--- src/rtl/mc6502_int_conditioner.sv ---
// Conditions the 6502 IRQ/NMI pins into fetch-aligned requests for the interrupt logic.
// Latency: pin -> nmi_pend = SYNC_STAGES clk + 1 cen cycle; fetch strobe -> active-low request = 2 cen cycles.
// Backpressure: a latched request is held in SERVICE until the sequencer acks; cen=0 freezes all but the synchronizers.
//
// Ports:
//   clk, rst_x          system clock (rising edge), asynchronous active-low reset
//   cen                 clock enable for everything except the pin synchronizers
//   i_irq_x, i_nmi_x    asynchronous external interrupt pins, active-low
//   rf2ic_i             I flag from the register file (1 masks IRQ)
//   ex2ic_fetch         opcode-fetch boundary strobe from the sequencer
//   ex2ic_ack           sequencer has started the interrupt sequence
//   ic2il_irq_x/_nmi_x  conditioned active-low requests, asserted only in SERVICE
//   ic2ex_pending       high while a request is latched (ARMED or SERVICE)
//   ic2ex_vector        latched vector select: 01 NMI, 11 IRQ, 10 reset/none

module mc6502_int_conditioner #(
    // Synchronizer depth per pin; legal range 2..4.
    parameter int SYNC_STAGES = 2
) (
    input  logic       clk,
    input  logic       rst_x,
    input  logic       cen,
    input  logic       i_irq_x,
    input  logic       i_nmi_x,
    input  logic       rf2ic_i,
    input  logic       ex2ic_fetch,
    input  logic       ex2ic_ack,
    output logic       ic2il_irq_x,
    output logic       ic2il_nmi_x,
    output logic       ic2ex_pending,
    output logic [1:0] ic2ex_vector
);

    typedef enum logic [1:0] {
        ST_IDLE    = 2'd0,
        ST_ARMED   = 2'd1,
        ST_SERVICE = 2'd2,
        ST_HOLD    = 2'd3
    } state_t;

    localparam logic [1:0] VEC_NMI  = 2'b01;
    localparam logic [1:0] VEC_IRQ  = 2'b11;
    localparam logic [1:0] VEC_NONE = 2'b10;

    // ------------------------------------------------------------------
    // Pin synchronizers. They run on every clk edge, independent of cen,
    // so pin metastability settles on real time rather than enabled time.
    // Reset to 1 (inactive) so releasing reset never fabricates an edge.
    // ------------------------------------------------------------------
    logic [SYNC_STAGES-1:0] irq_sync;
    logic [SYNC_STAGES-1:0] nmi_sync;
    logic                   irq_s;
    logic                   nmi_s;

    always_ff @(posedge clk or negedge rst_x) begin
        if (!rst_x) begin
            irq_sync <= '1;
            nmi_sync <= '1;
        end else begin
            irq_sync <= {irq_sync[SYNC_STAGES-2:0], i_irq_x};
            nmi_sync <= {nmi_sync[SYNC_STAGES-2:0], i_nmi_x};
        end
    end

    assign irq_s = irq_sync[SYNC_STAGES-1];
    assign nmi_s = nmi_sync[SYNC_STAGES-1];

    // ------------------------------------------------------------------
    // Enabled state
    // ------------------------------------------------------------------
    state_t     state;
    state_t     state_nxt;
    logic [1:0] vector;
    logic [1:0] vector_nxt;
    logic       nmi_prev;
    logic       nmi_pend;
    logic       nmi_pend_nxt;

    logic       nmi_edge;
    logic       irq_req;
    logic       nmi_ack_clr;

    // NMI is edge-triggered: only a 1->0 transition seen across two
    // enabled cycles counts. A pin held low produces exactly one edge.
    assign nmi_edge = nmi_prev & ~nmi_s;

    // IRQ is level-sensitive and never latched: it must still be asserted
    // and unmasked whenever it is evaluated.
    assign irq_req  = ~irq_s & ~rf2ic_i;

    always_ff @(posedge clk or negedge rst_x) begin
        if (!rst_x) begin
            state    <= ST_IDLE;
            vector   <= VEC_NONE;
            nmi_prev <= 1'b1;
            nmi_pend <= 1'b0;
        end else if (cen) begin
            state    <= state_nxt;
            vector   <= vector_nxt;
            nmi_prev <= nmi_s;
            nmi_pend <= nmi_pend_nxt;
        end
    end

    always_comb begin
        state_nxt   = state;
        vector_nxt  = vector;
        nmi_ack_clr = 1'b0;

        case (state)
            ST_IDLE: begin
                // NMI wins over IRQ when both are present at the boundary.
                if (ex2ic_fetch && (nmi_pend || irq_req)) begin
                    state_nxt  = ST_ARMED;
                    vector_nxt = nmi_pend ? VEC_NMI : VEC_IRQ;
                end
            end
            ST_ARMED: begin
                // An IRQ that went away (pin released or masked) before
                // being presented is dropped; NMI always proceeds.
                if ((vector == VEC_IRQ) && !irq_req) begin
                    state_nxt  = ST_IDLE;
                    vector_nxt = VEC_NONE;
                end else begin
                    state_nxt  = ST_SERVICE;
                end
            end
            ST_SERVICE: begin
                if (ex2ic_ack) begin
                    state_nxt   = ST_HOLD;
                    nmi_ack_clr = (vector == VEC_NMI);
                end
            end
            ST_HOLD: begin
                // One-cycle guard so a fetch strobe arriving right after
                // the ack cannot immediately re-arm.
                state_nxt  = ST_IDLE;
                vector_nxt = VEC_NONE;
            end
            default: begin
                state_nxt  = ST_IDLE;
                vector_nxt = VEC_NONE;
            end
        endcase
    end

    // A fresh edge landing in the ack cycle must not be lost, so set
    // takes precedence over the ack clear.
    always_comb begin
        nmi_pend_nxt = nmi_pend;
        if (nmi_edge) begin
            nmi_pend_nxt = 1'b1;
        end else if (nmi_ack_clr) begin
            nmi_pend_nxt = 1'b0;
        end
    end

    // ------------------------------------------------------------------
    // Outputs decode directly from registered state, so they follow the
    // asynchronous reset immediately and hold while cen=0.
    // ------------------------------------------------------------------
    assign ic2ex_pending = (state == ST_ARMED) || (state == ST_SERVICE);
    assign ic2ex_vector  = vector;
    assign ic2il_nmi_x   = ~((state == ST_SERVICE) && (vector == VEC_NMI));
    assign ic2il_irq_x   = ~((state == ST_SERVICE) && (vector == VEC_IRQ));

endmodule
--- config.mk ---
export PLATFORM = sky130hd
export DESIGN_NAME = mc6502_int_conditioner
export DESIGN_NICKNAME = d
export VERILOG_FILES = /design/src/rtl/mc6502_int_conditioner.sv
export SDC_FILE = /design/constraint.sdc
export NUM_CORES = 1
export LEC_CHECK = 0
export CORE_UTILIZATION = 40
export DETAILED_ROUTE_END_ITERATION = 16
export MAX_ROUTING_LAYER = met4
export PLACE_DENSITY = 0.67
export SYNTH_ARGS = -nofsm -noshare
export SYNTH_HDL_FRONTEND = slang
export SYNTH_SLANG_ARGS = --single-unit
--- constraint.sdc ---
create_clock -name clk -period 1.9 [get_ports clk]
set_input_delay 0.38 -clock clk [delete_from_list [all_inputs] [get_ports clk]]
set_output_delay 0.38 -clock clk [all_outputs]
set_load 0.1 [all_outputs]
# Word-level counts from Yosys, hierarchy flattened
# Index checks and enable logic that the tools add are counted.
# totals
output_inout_bits	5
in_bits	8
wordCells	46
register_bits	10
# op_classes
n_mux	12
n_reduce_logical	13
n_bitwise	7
n_eq_ne	8
# ops
operator	count
$mux 2	6
$pmux 2 s4	1
$eq 2x2->1 const B	3
$ne 2x2->1 const B	3
$pmux 2 s3	1
$not 1->1	5
$eq 2x1->1 const B	2
$logic_and 1x1->1	4
$mux 1	4
$reduce_and 4->1	1
$reduce_and 3->1	1
$reduce_bool 3->1	1
$and 1x1->1	2
$logic_not 2->1	1
$logic_or 1x1->1	2
$reduce_and 2->1	1
$reduce_bool 2->1	1
$logic_not 1->1	1

# Depth between registers and ports, before layout
# Gate-level depths: netlist of run 1.
# depth
word_depth	6
mapped_depth	6
mapped_depth_nobuf	6

# Worst setup path after synthesis of run 1
# Ideal clock, no wire load.
# synth_timing
kind	register -> register
start	reg vector[0], in the netlist ic2ex_vector[0]
end	reg nmi_pend
synth_period_minus_slack_ps	2580
setup_time_ps	136
path_buffers	0
t_arrival_ps	2444
t_required_ps	1764
slack_ps	-680
stages_incl_launch_ff	4
path_cell_list	dfrtp_1 > nand3b_1 > o21ai_0 > o21ai_0
# synth_between
elab_chain_cells	5
# synth_lines
element	line_no	rtl
from (decl)	73	logic [1:0] vector;
from (signal assigned)	99	vector <= vector_nxt;
$eq 2x1->1	131	nmi_ack_clr = (vector == VEC_NMI);
$mux 1	129	if (ex2ic_ack) begin
$mux 1	110	case (state)
$reduce_bool 2->1 (no source line)	-	
$reduce_and 2->1 (no source line)	-	
to (signal assigned)	101	nmi_pend <= nmi_pend_nxt;
to (decl)	76	logic nmi_pend;
# Every way passes these cells.
# A chain may end at the register's enable or synchronous reset.

# Worst setup path in the final report of run 1
# layout_timing
start	reg state[0]
end	out ic2il_nmi_x
# layout_between
elab_chain_cells	3
# layout_lines
element	line_no	rtl
from (decl)	71	state_t state;
from (signal assigned)	98	state <= state_nxt;
$eq 2x2->1	164	assign ic2il_nmi_x = ~((state == ST_SERVICE) && (vector == VEC_NMI));
$logic_and 1x1->1	164	
$not 1->1	164	
to (decl)	29	output logic ic2il_nmi_x,
# Every way passes these cells.

==> results of run 1 <==
==> final timing paths <==
path / endpoint
worst max-delay path: ic2il_nmi_x
worst min register to register: nmi_sync[1]$_DFF_PN1_
worst min-delay path: nmi_sync[1]$_DFF_PN1_
max in group asynchronous: ic2ex_vector[0]$_DFFE_PN0P_
min in group asynchronous: ic2ex_vector[0]$_DFFE_PN0P_
worst max register to register: flop
==> stage by stage <==
step,setup TNS [ns],setup slack [ns],util (%),std cells,hold slack [ns]
6_report,0,0.0901,66.5,73,0.363
5_1_grt,0,0.0173,66.5,73,0.367
4_1_cts,0,0.0314,66.5,73,0.365
3_5_place_dp,0,0.0721,63.1,69,0.353
3_3_place_gp,0,0.101,63.1,69,0.349
2_1_floorplan,-0.285,-0.210,-,42,0.0844
==> cells in the final DEF, fill, tap and decap left out, drive strengths merged <==
cell type / n
or2b: 1
inv: 4
mux2: 3
dfrtp: 4
o32a: 1
ha: 5
dfstp: 6
buf: 6
clkdlybuf4s50: 7
nor2: 1
nor3: 1
nand2b: 1
nand3: 1
o31a: 1
a21oi: 1
o21ai: 4
nand2: 4
a211oi: 1
clkbuf: 4
o221ai: 1
o21a: 1
nand3b: 1
==> per-layer routing <==
layer | part of all wire, % | up-vias
met5 | 0 | -
met4 | 2.1 | 0
met3 | 5.1 | 2
met2 | 53 | 15
met1 | 39 | 170
li1 | - | 180
==> cell families (layout without fill, tap and decap cells) <==
kind of cell | Yosys count | in the layout
AO/OA/AOI/OAI | 10 | 10
buffers and inverters | 4 | 21
adder cells (fa/ha/maj) | 5 | 5
flip-flops | 10 | 10
AND/OR/NAND/NOR | 10 | 10
multiplexers | 3 | 3
==> layout make-up <==
cell class / count / area share (%)
multi-input combinational: 28 / 34.2
sequential: 10 / 34.1
timing repair buffer: 13 / 22.8
clock buffer: 4 / 4.66
tap: 14 / 2.25
inverter: 4 / 1.93
==> timing repair <==
action	in CTS	in global routing
pin swaps	0	0
endpoints found under the setup margin	1	1
setup buffers	0	0
gates resized for setup	1	1
hold endpoints to repair	0	0
==> sequential cells by signal (all words and copies together), names as in the netlist, named ones only <==
signal,count
nmi_sync,2
nmi_pend,1
state,1
nmi_prev,1
irq_sync,2
ic2ex_vector,2
==> Yosys cell counts <==
| cell type | instances |
|---|---|
| dfrtp_1 | 4 |
| nand3b_1 | 1 |
| nor2_4 | 1 |
| nand2_1 | 4 |
| or2b_1 | 1 |
| dfstp_2 | 6 |
| a211oi_2 | 1 |
| o31a_2 | 1 |
| o221ai_4 | 1 |
| inv_1 | 4 |
| mux2_2 | 1 |
| o32a_2 | 1 |
| nor3_2 | 1 |
| ha_1 | 5 |
| nand3_1 | 1 |
| mux2_4 | 2 |
| o21ai_0 | 4 |
| a21oi_1 | 1 |
| nand2b_1 | 1 |
| o21a_1 | 1 |
==> out/metrics.cfg, run 1 <==
[outcome]
outcome = complete, no violations

[drt]
drt_iter0_drc = 7
totalWireLength_um = 907
drtAntennaViolNets = 0
drtPass1Iterations = 4
via_per_inst = 5.03
via_count = 367
wl_per_cell_um = 12.4
drcViolationCount = 0

[timing]
setup_viol = 0
fin_worst_skew_ns = 0.000695
fin_crit_ns = 1.81
relSlewSlack_pct = 70.5
rsz0062_at_grt = false
fin_crit_sh_pct = 95.3
slew_violations = 0
final_hold_viol_count = 0
fmax_ghz = 0.553
tightest_slew_ns = 0.441

[final_layout]
stdcell_area_um2 = 778
fillers = 87
final_nets = 73
drive_gt1_share_pct = 49.2
multi_input_area_um2 = 267
antenna_cells = 0
area_growth_pct = 46.4
regArea_um2 = 265

[cts]
hold_buffers = 0
clk_pin_slew_ns = 0.06
cts_tree = built
numCtsBuffers = 3
clk_latency_ns = 0.27
cts_root_buf = clkbuf_4
clockBufferDepth = 2
htree_num_levels = 1
cts_sinks = 10

[setup_path]
startpoint_type = flop
end_kind = output pin
cpPeakStageDelay_ns = 0.42
ff2ff_path_depth = 6
path_cells = inv_2 > ha_2 > nand3b_1 > buf_12
crit_fanout = 5
startpoint = state[0]$_DFFE_PN0P_
crit_slowest_cell = dfrtp_1
worstPathRequired_ns = 1.52
r2r_slack_ns = 0.24
crit_family = flip-flops
path_buf_inv = 2
crit_type = reg -> out
cp_data_arrival_time_ns = 1.43
crit_cells = 4

[min_path]
hold_class = reg -> reg
hold_path.startpoint = nmi_sync[0]$_DFF_PN1_
hold_path_depth = 0

[synth]
syn_area_per_cell_um2 = 12.7
synth_area_leaders = dfstp_2 30%, dfrtp_1 19%, ha_1 12%
synth-simple-area-share_pct = 11.8
synthAdderAreaFrac_pct = 11.8
synthDominantCellAreaShare_pct = 29.6
synthesis.instances = 42
synth_compound_area_share_pct = 17.4
synth_xor_area_share_pct = 0
syn-num-nets = 55
muxShareOfSynthArea_pct = 7.76
ys_seq_area_share_pct = 48.5
synth-seq-cells = 10
synth_area_um2 = 532
synth_top_family_by_area = compound AO/OA/AOI/OAI gates
yosys_warnings = 0
yosys.area.top_type = dfstp_2
synthDistinctLibCells = 20

[floorplan]
die_height_um = 38.5
die_x_um = 38.5
rows = 12
ios = 13
start_util_pct = 45.4
dieArea_um2 = 1480
core_um2 = 1170

[global_route]
track_usage_pct = 18.0
busiest_layer = met2
antenna_found_initial = 0
use_met3_pct = 5.23
grt_overflow = 0
grt_pass1_vias = 387
grt_use_met1_pct = 19.7
grt_max_degree = 11
gr-usage-met2_pct = 29.2
grt_pass1_wl_mm = 1.66

[job]
max_cap_viol_count = 0

[placement]
dpl-instance-area_um2 = 739
gp_congestion = 0.816
dp_hpwl_um = 739
io_buffers = 12

Power of run 1 is not shown: default switching activity piles up to over one toggle a cycle in this logic, so the estimate is an artifact.
==> run 2: changes to the inputs <==
--- a/config.mk
+++ b/config.mk
@@ -5,10 +5,12 @@
 export SDC_FILE = /design/constraint.sdc
 export NUM_CORES = 1
 export LEC_CHECK = 0
-export CORE_UTILIZATION = 40
+export CORE_AREA = 2 2 39 41
+export CTS_CLUSTER_SIZE = 8
 export DETAILED_ROUTE_END_ITERATION = 16
+export DIE_AREA = 0 0 41 43
+export DONT_BUFFER_PORTS = 1
 export MAX_ROUTING_LAYER = met4
-export PLACE_DENSITY = 0.67
 export SYNTH_ARGS = -nofsm -noshare
 export SYNTH_HDL_FRONTEND = slang
 export SYNTH_SLANG_ARGS = --single-unit
==> run 2 against run 1 <==
  * Global-route usage decreased by 2.0 points
  * Cell area is 13% lower
  * Routed wire length rose by 19%
  * Worst setup slack got worse by 0.029 ns
  * Largest cell class unchanged
==> out/metrics.cfg, run 2 (synthesized netlist as in run 1, its figures left out) <==
[global_route]
use_met3_pct = 6.28  ; +1.1 points
grt_max_degree = 11  ; unchanged
track_usage_pct = 16.1  ; -2.0 points
grt_overflow = 0  ; unchanged
grt_use_met1_pct = 14.1  ; -5.6 points
gr-usage-met2_pct = 25.3  ; -3.9 points
grt_pass1_vias = 414  ; +7.0%
busiest_layer = met2
grt_pass1_wl_mm = 1.73  ; +4.5%
antenna_found_initial = 0  ; unchanged

[drt]
via_count = 355  ; -3.3%
via_per_inst = 5.30  ; +5.4%
drtPass1Iterations = 4  ; unchanged
totalWireLength_mm = 1.08  ; +19%
drt_iter0_drc = 11  ; +4
drtAntennaViolNets = 0  ; unchanged
drcViolationCount = 0  ; unchanged
wl_per_cell_um = 16.1  ; +30%

[final_layout]
fin_cells = 67  ; -8.2%
stdcell_area_um2 = 678  ; -13%
final_nets = 65  ; -11%
fillers = 127  ; +46%
drive_gt1_share_pct = 52.9  ; +3.8 points
most-common-layout-cells = 5 x dfstp_2, 4 x nand2_1, 4 x ha_1
area_growth_pct = 27.5
final_common_cell = dfstp_2
antenna_cells = 0  ; unchanged

[timing]
fin_worst_skew_ns = 0.00418  ; +0.00349 ns
slew_violations = 0  ; unchanged
fin_crit_ns = 1.84  ; +0.0294 ns
relSlewSlack_pct = 70.6  ; +0.077 points
final_hold_viol_count = 0  ; unchanged
fin_crit_sh_pct = 96.8  ; +1.5 points
tightest_slew_ns = 0.439  ; -0.00122 ns
setup_ws_ns = 0.0608  ; -0.0294 ns
fmax_ghz = 0.544  ; -1.6%
rsz0062_at_grt = true
setup_viol = 0  ; unchanged

[setup_path]
path_cells = inv_1 > ha_1 > buf_12
crit_fanout = 4  ; -1
cp_data_arrival_time_ns = 1.46  ; +0.03 ns
startpoint_type = flop
end_kind = output pin
crit_slowest_cell = dfrtp_1
worstPathRequired_ns = 1.52  ; about the same
crit_type = reg -> out
cpPeakStageDelay_ns = 0.45  ; +0.03 ns

[cts]
htree_num_levels = 1  ; unchanged
cts_sinks = 10  ; unchanged
cts_tree = built
cts_root_buf = clkbuf_4
cts_setup_buffers = 0  ; unchanged
clockBufferDepth = 2  ; unchanged
clk_latency_ns = 0.27  ; about the same
clk_pin_slew_ns = 0.07  ; about the same
numCtsBuffers = 3  ; unchanged

[placement]
preCtsSetupSlack_ns = 0.210  ; +0.138 ns
gp_congestion = 0.737  ; -9.8%
dpl-instance-area_um2 = 619  ; -16%
dp_hpwl_um = 864  ; +17%
io_buffers = 0  ; -12
dpl.cell_count = 62  ; -10%

[floorplan]
rows = 14  ; +2
core_um2 = 1380  ; +18%
dieArea_um2 = 1760  ; +19%
ios = 13  ; unchanged
start_util_pct = 38.4  ; -7.0 points
die_height_um = 43  ; +12%
die_x_um = 41  ; +6.6%

[outcome]
outcome = complete, no violations

[job]
max_cap_viol_count = 0  ; unchanged

[min_path]
hold_class = in -> reg

run 2: changes by cell type in the layout (fill, tap and decap cells not counted), sizes merged:
cell / previous run / this run
clkdlybuf4s50: 7 / 0
buf: 6 / 4
dlygate4sd3: 0 / 1
run 2: critical path, delay by kind of cell (launching register included):
family / cells / cell delay, ns
fa+ha+maj: 1 / 0.42
buf+inv: 2 / 0.32
flops: 1 / 0.45
run 2: cell type report:
| cell class | instances | area, um^2 | area share [%] |
|---|---|---|---|
| Tap cell | 16 | 20.0 | 2.95 |
| Inverter | 4 | 15.0 | 2.21 |
| Multi-Input combinational cell | 28 | 277 | 40.8 |
| Clock buffer | 4 | 36.3 | 5.35 |
| Timing Repair Buffer | 5 | 65.1 | 9.59 |
| Sequential cell | 10 | 265 | 39.1 |
run 2: final timing paths:
kind | startpoint | endpoint | slack (ns) | cells after the start
min | i_nmi_x | nmi_sync[0]$_DFF_PN1_ | 0.10 | 0
min in group asynchronous | rst_x | state[0]$_DFFE_PN0P_ | 0.48 | 1
max in group asynchronous | rst_x | ic2ex_vector[0]$_DFFE_PN0P_ | 1.07 | 1
max reg2reg | flop | flop | 0.18 | 6
max | flop | ic2ex_pending | 0.06 | 3
min reg2reg | nmi_sync[0]$_DFF_PN1_ | nmi_sync[1]$_DFF_PN1_ | 0.36 | 0
run 2: timing repair:
action                     in CTS  in global routing
hold endpoints to repair       10                  0
hold buffers                    1                  0
gates resized for setup         1                  2
cloned                          0                  0
pin swaps                       0                  0
setup endpoints to repair       1                  1
run 2: metal layers:
metal,wire [um],vias to the layer above
met2,596,17
li1,-,166
met4,24,0
met1,380,168
met3,79,4
met5,0,-
run 2: stage by stage:
stage	setup TNS [ns]	util [%]	hold WS, ns
2_1_floorplan	-0.285	-	0.0844
3_3_place_gp	0	44.8	0.0846
3_5_place_dp	0	44.8	0.0847
4_1_cts	0	48.3	0.0934
5_1_grt	-0.00191	49.0	0.0902
6_report	0	49.0	0.103
Power of run 2 is left out for the same reason.
